==> src/rtl/traffic_sensor_conditioner_pkg.sv <==
// traffic_sensor_pkg
//   Shared types and helpers for traffic_sensor_conditioner.
//   chan_state_t : per-channel detector state encoding.
//   cnt_width()  : tick-counter width large enough for every tick limit.
package traffic_sensor_pkg;

   typedef enum logic [2:0] {
      ABSENT  = 3'd0,
      QUAL    = 3'd1,
      PRESENT = 3'd2,
      HOLD    = 3'd3,
      FAULT   = 3'd4
   } chan_state_t;

   // $clog2 of the largest limit plus one spare bit, so the terminal
   // value is always representable and the saturation guard never
   // coincides with a live compare value.
   function automatic int cnt_width(input int debounce_ticks,
                                    input int hold_ticks,
                                    input int stuck_ticks);
      int m;
      m = debounce_ticks;
      if (hold_ticks > m)  m = hold_ticks;
      if (stuck_ticks > m) m = stuck_ticks;
      return $clog2(m) + 1;
   endfunction

endpackage

==> src/rtl/traffic_sensor_conditioner_sensor_channel.sv <==
// sensor_channel
//   One car-detector channel: 2-flop synchroniser, polarity normalisation,
//   debounce / hold state machine with a registered presence output.
//   Optional stuck-sensor detection under TRAFFIC_SENSOR_STUCK_DETECT_EN.
//
// Ports
//   clk        in   system clock
//   reset      in   synchronous, active-high reset
//   tick       in   1-cycle time-base pulse shared with the other channel
//   sensor_raw in   asynchronous raw detector level
//   t          out  traffic present (registered)
//   fault      out  sensor stuck (0 when the feature is not built)
//
// state   | meaning
// --------+-----------------------------------------------------------
// ABSENT  | no car; waiting for the synced sensor to go active
// QUAL    | sensor active; counting ticks to qualify the detection
// PRESENT | car qualified; t=1 while the sensor stays active
// HOLD    | sensor dropped; t held at 1 for HOLD_TICKS ticks
// FAULT   | presence too long (feature only); t=0, fault=1
module sensor_channel
   import traffic_sensor_pkg::*;
#(
   parameter int DEBOUNCE_TICKS    = 20,
   parameter int HOLD_TICKS        = 2_000,
   parameter int STUCK_TICKS       = 60_000,
   parameter int SENSOR_ACTIVE_LOW = 1
) (
   input  logic clk,
   input  logic reset,
   input  logic tick,
   input  logic sensor_raw,
   output logic t,
   output logic fault
);

   localparam int CW = cnt_width(DEBOUNCE_TICKS, HOLD_TICKS, STUCK_TICKS);

   localparam logic [2:0] S_ABSENT  = ABSENT;
   localparam logic [2:0] S_QUAL    = QUAL;
   localparam logic [2:0] S_PRESENT = PRESENT;
   localparam logic [2:0] S_HOLD    = HOLD;
`ifdef TRAFFIC_SENSOR_STUCK_DETECT_EN
   localparam logic [2:0] S_FAULT   = FAULT;
   localparam logic [CW-1:0] STUCK_LAST = CW'(STUCK_TICKS - 1);
`endif

   localparam logic [CW-1:0] DEB_LAST  = CW'(DEBOUNCE_TICKS - 1);
   localparam logic [CW-1:0] HOLD_LAST = CW'(HOLD_TICKS - 1);
   localparam logic [CW-1:0] CNT_MAX   = '1;

   localparam logic INACTIVE = (SENSOR_ACTIVE_LOW != 0) ? 1'b1 : 1'b0;

   logic sync1_q;
   logic sync2_q;
   logic act;

   always_ff @(posedge clk) begin
      if (reset) begin
         sync1_q <= INACTIVE;
         sync2_q <= INACTIVE;
      end else begin
         sync1_q <= sensor_raw;
         sync2_q <= sync1_q;
      end
   end

   // Differs from the idle level -> a car is seen, whatever the polarity.
   assign act = sync2_q ^ INACTIVE;

   logic [2:0]    state_q;
   logic [2:0]    state_d;
   logic [CW-1:0] cnt_q;
   logic [CW-1:0] cnt_d;
`ifdef TRAFFIC_SENSOR_STUCK_DETECT_EN
   logic [CW-1:0] pres_q;
   logic [CW-1:0] pres_d;
   logic          fault_q;
`endif

   always_comb begin
      state_d = state_q;
      cnt_d   = cnt_q;
`ifdef TRAFFIC_SENSOR_STUCK_DETECT_EN
      pres_d  = pres_q;
`endif
      case (state_q)
         S_ABSENT: begin
            if (act) begin
               state_d = S_QUAL;
               cnt_d   = '0;
            end
         end
         S_QUAL: begin
            // Losing the sensor wins over a same-cycle tick.
            if (!act) begin
               state_d = S_ABSENT;
            end else if (tick) begin
               if (cnt_q == DEB_LAST) begin
                  state_d = S_PRESENT;
                  cnt_d   = '0;
               end else if (cnt_q != CNT_MAX) begin
                  cnt_d = cnt_q + 1'b1;
               end
            end
         end
         S_PRESENT: begin
            if (!act) begin
               state_d = S_HOLD;
               cnt_d   = '0;
            end
`ifdef TRAFFIC_SENSOR_STUCK_DETECT_EN
            else if (tick) begin
               if (pres_q == STUCK_LAST) begin
                  state_d = S_FAULT;
               end else if (pres_q != CNT_MAX) begin
                  pres_d = pres_q + 1'b1;
               end
            end
`endif
         end
         S_HOLD: begin
            // A returning car wins over the final hold tick.
            if (act) begin
               state_d = S_PRESENT;
               cnt_d   = '0;
            end else if (tick) begin
               if (cnt_q == HOLD_LAST) begin
                  state_d = S_ABSENT;
               end else if (cnt_q != CNT_MAX) begin
                  cnt_d = cnt_q + 1'b1;
               end
            end
         end
`ifdef TRAFFIC_SENSOR_STUCK_DETECT_EN
         S_FAULT: begin
            if (tick && !act) begin
               state_d = S_ABSENT;
            end
         end
`endif
         default: begin
            state_d = S_ABSENT;
            cnt_d   = '0;
         end
      endcase
`ifdef TRAFFIC_SENSOR_STUCK_DETECT_EN
      // Presence time only accumulates inside one uninterrupted PRESENT stay.
      if (state_d != S_PRESENT) begin
         pres_d = '0;
      end
`endif
   end

   always_ff @(posedge clk) begin
      if (reset) begin
         state_q <= S_ABSENT;
         cnt_q   <= '0;
         t       <= 1'b0;
      end else begin
         state_q <= state_d;
         cnt_q   <= cnt_d;
         t       <= (state_d == S_PRESENT) || (state_d == S_HOLD);
      end
   end

`ifdef TRAFFIC_SENSOR_STUCK_DETECT_EN
   always_ff @(posedge clk) begin
      if (reset) begin
         pres_q  <= '0;
         fault_q <= 1'b0;
      end else begin
         pres_q  <= pres_d;
         fault_q <= (state_d == S_FAULT);
      end
   end

   assign fault = fault_q;
`else
   assign fault = 1'b0;
`endif

endmodule

==> src/rtl/traffic_sensor_conditioner.sv <==
// traffic_sensor_conditioner
//   Turns two raw, bouncy car-detector inputs into clean Ta/Tb presence
//   levels for the intersection controller. Holds the shared tick divider
//   and one sensor_channel per direction.
//   Build option: define TRAFFIC_SENSOR_STUCK_DETECT_EN to enable stuck
//   sensor detection (fault_a/fault_b); otherwise those outputs are 0.
//
// Ports
//   clk           in   system clock
//   reset         in   synchronous, active-high reset
//   sensor_a_raw  in   asynchronous detector, direction A
//   sensor_b_raw  in   asynchronous detector, direction B
//   Ta            out  traffic present on A
//   Tb            out  traffic present on B
//   fault_a       out  A sensor stuck
//   fault_b       out  B sensor stuck
module traffic_sensor_conditioner
   import traffic_sensor_pkg::*;
#(
   parameter int CLK_HZ            = 12_000_000,
   parameter int TICK_HZ           = 1_000,
   parameter int DEBOUNCE_TICKS    = 20,
   parameter int HOLD_TICKS        = 2_000,
   parameter int STUCK_TICKS       = 60_000,
   parameter int SENSOR_ACTIVE_LOW = 1
) (
   input  logic clk,
   input  logic reset,
   input  logic sensor_a_raw,
   input  logic sensor_b_raw,
   output logic Ta,
   output logic Tb,
   output logic fault_a,
   output logic fault_b
);

   localparam int DIV = CLK_HZ / TICK_HZ;
   localparam int DW  = $clog2(DIV);
   localparam logic [DW-1:0] DIV_LAST = DW'(DIV - 1);

   logic [DW-1:0] div_q;
   logic          tick;

   assign tick = (div_q == DIV_LAST);

   always_ff @(posedge clk) begin
      if (reset) begin
         div_q <= '0;
      end else if (tick) begin
         div_q <= '0;
      end else begin
         div_q <= div_q + 1'b1;
      end
   end

   sensor_channel #(
      .DEBOUNCE_TICKS    (DEBOUNCE_TICKS),
      .HOLD_TICKS        (HOLD_TICKS),
      .STUCK_TICKS       (STUCK_TICKS),
      .SENSOR_ACTIVE_LOW (SENSOR_ACTIVE_LOW)
   ) u_chan_a (
      .clk        (clk),
      .reset      (reset),
      .tick       (tick),
      .sensor_raw (sensor_a_raw),
      .t          (Ta),
      .fault      (fault_a)
   );

   sensor_channel #(
      .DEBOUNCE_TICKS    (DEBOUNCE_TICKS),
      .HOLD_TICKS        (HOLD_TICKS),
      .STUCK_TICKS       (STUCK_TICKS),
      .SENSOR_ACTIVE_LOW (SENSOR_ACTIVE_LOW)
   ) u_chan_b (
      .clk        (clk),
      .reset      (reset),
      .tick       (tick),
      .sensor_raw (sensor_b_raw),
      .t          (Tb),
      .fault      (fault_b)
   );

endmodule
==> config.mk <==
export PLATFORM = sky130hd
export DESIGN_NAME = traffic_sensor_conditioner
export DESIGN_NICKNAME = d
export VERILOG_FILES = /design/src/rtl/traffic_sensor_conditioner_pkg.sv /design/src/rtl/traffic_sensor_conditioner_sensor_channel.sv /design/src/rtl/traffic_sensor_conditioner.sv
export SDC_FILE = /design/constraint.sdc
export NUM_CORES = 1
export LEC_CHECK = 0
export ABC_AREA = 1
export BUFFER_PORTS_ARGS = -buffer_cell sky130_fd_sc_hd__buf_2
export CAP_MARGIN = 5
export CORE_MARGIN = 1.5
export CORE_UTILIZATION = 30
export DETAILED_ROUTE_END_ITERATION = 10
export SYNTH_ARGS = -nofsm -noshare
export SYNTH_HDL_FRONTEND = slang
export SYNTH_SLANG_ARGS = --single-unit
==> constraint.sdc <==
create_clock -name clk -period 4.82 [get_ports clk]
set_input_delay 0.723 -clock clk [delete_from_list [all_inputs] [get_ports clk]]
set_output_delay 0.723 -clock clk [all_outputs]
set_load 0.01 [all_outputs]
Yosys cells after proc, flatten, opt, wreduce, memory -nomap -nowiden
Index checks and enable logic that the tools add are counted.
{"block": "totals", "ff_bits": 60, "input_bits": 4, "output_inout_bits": 4, "wordCells": 88}
{"block": "classes", "n_addsub": 3, "n_eq_ne": 29, "n_mux": 38, "reduce_logical": 7}
{"operator": "17-bit two-way mux", "n": 18}
{"operator": "17-bit one-hot mux with 4 select lines", "n": 2}
{"operator": "3-bit two-way mux", "n": 16}
{"operator": "17-bit by 1-bit adder with 17-bit output (second input constant)", "n": 2}
{"operator": "17-bit by 11-bit equality test with 1-bit output (second input constant)", "n": 2}
{"operator": "17-bit by 5-bit equality test with 1-bit output (second input constant)", "n": 2}
{"operator": "17-bit != test (second input constant)", "n": 2}
{"operator": "3-bit by 2-bit equality test with 1-bit output (second input constant)", "n": 8}
{"operator": "3-bit one-hot mux with 4 select lines", "n": 2}
{"operator": "14-bit by 1-bit adder with 14-bit output (second input constant)", "n": 1}
{"operator": "14-bit equality test (second input constant)", "n": 1}
{"operator": "2-bit != test (second input constant)", "n": 6}
{"operator": "3-bit != test (second input constant)", "n": 4}
{"operator": "6-bit AND reduction", "n": 2}
{"operator": "3-bit by 1-bit equality test with 1-bit output (second input constant)", "n": 2}
{"operator": "3-bit zero test", "n": 2}
{"operator": "2-bit by 1-bit != test with 1-bit output (second input constant)", "n": 2}
{"operator": "1-bit logical OR", "n": 2}
{"operator": "2-bit OR reduction", "n": 1}

Logic depth before layout (Yosys ltp)
{"block": "depth", "depth_word": 7, "mapped_depth": 14, "depth_no_buf": 13}

Hierarchy
A second synthesis with hierarchy kept.
{"block": "hier_totals", "cells_unflattened": 661, "hier_area_um2": 4276.6}
{"mod": "sensor_channel", "instances": 2, "cells_per_inst": 278, "area_each_um2": 1741.7, "seq_area_each_um2": 460.4}
{"mod": "traffic_sensor_conditioner", "instances": 1, "cells_per_inst": 105, "area_each_um2": 793.3, "seq_area_each_um2": 280.3}

Least setup slack after synthesis
No wires, ideal clock.
{"block": "synth_path", "path_kind": "input to register", "from": "input reset", "to": "register div_q[8]", "setup_time_ns": 0.130, "arrival_time_ns": 1.590, "required_ns": 4.690, "setup_slack_ns": 3.100, "cell_stages": 5, "path_buffers": 2, "path_cell_list": "clkbuf_1 -> inv_1 -> nand2_1 -> clkbuf_1 -> nor3_1"}
{"block": "synth_between", "elab_chain_cells": 1}
{"element": "start: declaration", "line_no": "traffic_sensor_conditioner.sv:28", "text": "input logic reset,"}
{"element": "2-bit OR reduction (no line)"}
{"element": "end signal: assignment", "line_no": "traffic_sensor_conditioner.sv:52", "text": "div_q <= div_q + 1'b1;"}
{"element": "end: declaration", "line_no": "traffic_sensor_conditioner.sv:41", "text": "logic [DW-1:0] div_q;"}
No other way between the ends.
A chain may end at the register's enable or synchronous reset.

Worst setup path in the final report
{"block": "layout_path", "from": "register u_chan_b.state_q[2]", "to": "register u_chan_b.cnt_q[16]"}
{"block": "layout_between", "elab_chain_cells": 3, "elab_cells_between_ends": 12, "cone_classes": "eq/ne (9); mux (1); reduce/logical (2)"}
{"element": "start: declaration", "line_no": "traffic_sensor_conditioner_sensor_channel.sv:71", "text": "logic [2:0] state_q;"}
{"element": "start signal: assignment", "line_no": "traffic_sensor_conditioner_sensor_channel.sv:161", "text": "state_q <= state_d;"}
{"element": "3-bit by 2-bit equality test with 1-bit output, or another cell as far along", "line_no": "traffic_sensor_conditioner_sensor_channel.sv:87", "text": "case (state_q)"}
{"element": "3-bit != test (no line), or another cell as far along"}
{"element": "6-bit AND reduction (no line)"}
{"element": "end signal: assignment", "line_no": "traffic_sensor_conditioner_sensor_channel.sv:162", "text": "cnt_q <= cnt_d;"}
{"element": "end: declaration", "line_no": "traffic_sensor_conditioner_sensor_channel.sv:73", "text": "logic [CW-1:0] cnt_q;"}
Parallel ways exist; a longest one is shown, timed or not.

==> results.ini <==
[outcome]
status = complete, no violations

[die]
die_h_um = 115.5
io-pin-count = 8
start_util_pct = 31.19
die_area_um2 = 13330
coreArea_um2 = 12160
fp.dieW_um = 115.5
rows = 40

[placed_design]
gp_congestion = 0.8781
placed_cell_area_um2 = 3945
dp_hpwl_um = 6465
post-place-ws_ns = 2.591
port_buffers = 5

[sta]
finClkSkew_ns = 0.006485
rsz0062_at_grt = false
drv_slew = 0
worstMarginPinSlew_ns = 0.9583
finalSetupViolCount = 0
layout_setup_ws_ns = 2.645
relSlewSlack_pct = 35.87
final_hold_viol_count = 0
fmax_mhz = 459.7
period_minus_slack_ns = 2.175
setup_tns_ns = 0
finalCritPeriodShare_pct = 45.13

[global_routing]
grt-ovfl-total = 0
grt_pass1_vias = 3402
grt_first_pass_wirelength_um = 15310
grt_max_degree = 29
antenna_found_initial = 0
gr-usage-all-layers_pct = 14.23

[setup_path]
end_kind = flip-flop
slowest_delay_ns = 0.74
worstPathArrival_ns = 2.44
r2r_cells = 9
reg2reg_from = u_chan_b.state_q[2]$_SDFF_PP0_
rrSetupSlack_ns = 2.64
path_cells = inv_1 > nand2_1 > nor2_1 > nand3_1 > nand2_2 > nand2_4 > nand2_4 > o21ai_0 > a21oi_1
crit_type = reg2reg
critical-path-slowest-cell = nor2_1
critical_path_buf_inv_count = 1
cp-start-kind = flip-flop
cp.required_ns = 5.08
r2r_end = u_chan_b.cnt_q[16]$_SDFFE_PP0P_
cp_top_family = simple AND/OR/NAND/NOR gates
crit_path_frequent_cell = nand2_4
critical_path.max_fanout = 14

[detailed_routing]
vias = 3774
drtIter0Drc = 300
drc_errors = 0
viasPerCell = 4.753
drtPass1Iterations = 5
wl_um = 8851
antenna_left = 0
detail_route.wl_per_cell_um = 11.15

[clock_network]
ctsHoldBuffers = 0
path_clk_slew_ns = 0.05
clk_latency_ns = 0.33
ctsResizeCount = 0
clock-sinks = 60
htreeDepth = 3
post_cts_buffers = 0
cts_tree = yes
cts_buffer_depth = 2
cts_root_buffer = clkbuf_16
cts_made_buffers = 9

[worst_hold_path]
min_from = u_chan_b.sync1_q$_SDFF_PP1_
holdCritPathClass = reg2reg
min_path_cells = 1
hold_end = u_chan_b.sync2_q$_SDFF_PP1_

[cells_and_area]
syn_to_final_growth_pct = 12.40
nets = 628
diodes = 0
nFillCells = 1298
layout_commonest_cell = nand2_1
drive_above_1_share_pct = 7.827
multiInputGateArea_um2 = 2212
final_cell_area_um2 = 4264
seqCellArea_um2 = 1201
layout_common_cells = nand2_1, nor2_1, inv_1

[pwr]
p_comb_share_pct = 4.1
finalPower_mw = 1.256
total_leakage_power_nw = 1.787
seqPwrFrac_pct = 40.6
irDropWorstVdd_mv = 0.1656
p_int_mw = 0.9837
pwr-share-clk_pct = 55.3
swShare_pct = 21.65
power.switching_mw = 0.2718
powerDensity_nw_per_um2 = 294.4

[synth]
synth.avg_cell_area_um2 = 6.129
synth_ff_type = dfxtp_1
synth_area_leader_cell = dfxtp_1
syn_inst = 619
async_flop_share_pct = 0
synth_area_um2 = 3794
yosysSeqAreaShare_pct = 31.66
synthTopCellsByArea = dfxtp_1, nand2_1, nand3_1, nor2_1, inv_1
ys_types = 36
synth_edf_count = 0
ys_ff_latch = 60
yosysTopAreaCellShare_pct = 31.66
yosysWarnings = 0

[job]
max-cap-violations = 0

## registers in the layout, indices dropped and copies added (netlist names)
register and cells:
u_chan_a.sync1_q 1, u_chan_b.sync2_q 1, u_chan_a.cnt_q 17, u_chan_b.sync1_q 1
u_chan_a.state_q 3, u_chan_b.cnt_q 17, u_chan_b.t 1, div_q 14
u_chan_a.t 1, u_chan_b.state_q 3, u_chan_a.sync2_q 1
## logic make-up after synthesis
group,count (synthesis),share of synthesized area (%)
AO/OA/AOI/OAI,50,7.883
XOR/XNOR,12,2.771
adder cells (fa/ha/maj),3,0.9896
buffers and inverters,96,10.32
flip-flops,60,31.66
other,1,0.09885
AND/OR/NAND/NOR,397,46.27
## how the worst max path moves through the flow
stage,start,to,cells after the start
after global placement,reset,div_q[9]$_SDFF_PP0_,5
final,u_chan_b.state_q[2]$_SDFF_PP0_,u_chan_b.cnt_q[16]$_SDFFE_PP0P_,9
after CTS,u_chan_b.state_q[2]$_SDFF_PP0_,u_chan_b.cnt_q[16]$_SDFFE_PP0P_,9
after floorplan,reset,div_q[8]$_SDFF_PP0_,5
after detailed placement,reset,div_q[9]$_SDFF_PP0_,5
after global routing,u_chan_b.cnt_q[0]$_SDFFE_PP0P_,u_chan_b.cnt_q[14]$_SDFFE_PP0P_,11
## final cells by class
type / count / share of cell area (%)
multi-input combinational: 466 / 51.88
sequential: 60 / 28.17
inverter: 79 / 6.954
clock buffer: 12 / 5.781
tap: 168 / 4.930
clock inverter: 4 / 1.702
timing repair buffer: 5 / 0.5869
## Yosys cell counts (all sizes together) (2+ instances only)
| cell type | count |
|---|---|
| a21oi | 36 |
| a31oi | 2 |
| buf | 9 |
| clkbuf | 8 |
| dfxtp | 60 |
| ha | 3 |
| inv | 79 |
| nand2 | 198 |
| nand3 | 66 |
| nand4 | 19 |
| nor2 | 89 |
| nor3 | 17 |
| nor3b | 3 |
| o21ai | 7 |
| or2 | 4 |
| xnor2 | 3 |
| xor2 | 9 |
## through the flow
step,hold WS [ns],cells,util [%]
floorplan,0.3895,622,-
global route,0.4386,794,35.06
finish,0.4151,794,35.06
detailed placement,0.4013,778,32.44
global placement,0.3940,778,32.44
CTS,0.4170,794,35.06
## routing by layer
layer	vias up	GRT usage, %	part of all wire (%)
met4	0	5.432	1.6
met2	77	23.47	47
met1	1717	17.89	48
met3	13	3.661	4.0
li1	1967	-	-
met5	-	0	0
## power groups by stage
stage	clock network, mW	registers [mW]	logic (mW)
4_1_cts	0.709	0.510	0.0519
2_1_floorplan	0	0.518	0.0461
6_report	0.694	0.510	0.0512
5_1_grt	0.735	0.511	0.0583
3_5_place_dp	0	0.521	0.0519
3_3_place_gp	0	0.520	0.0500
No activity file was read; power rests on OpenSTA's default activity.
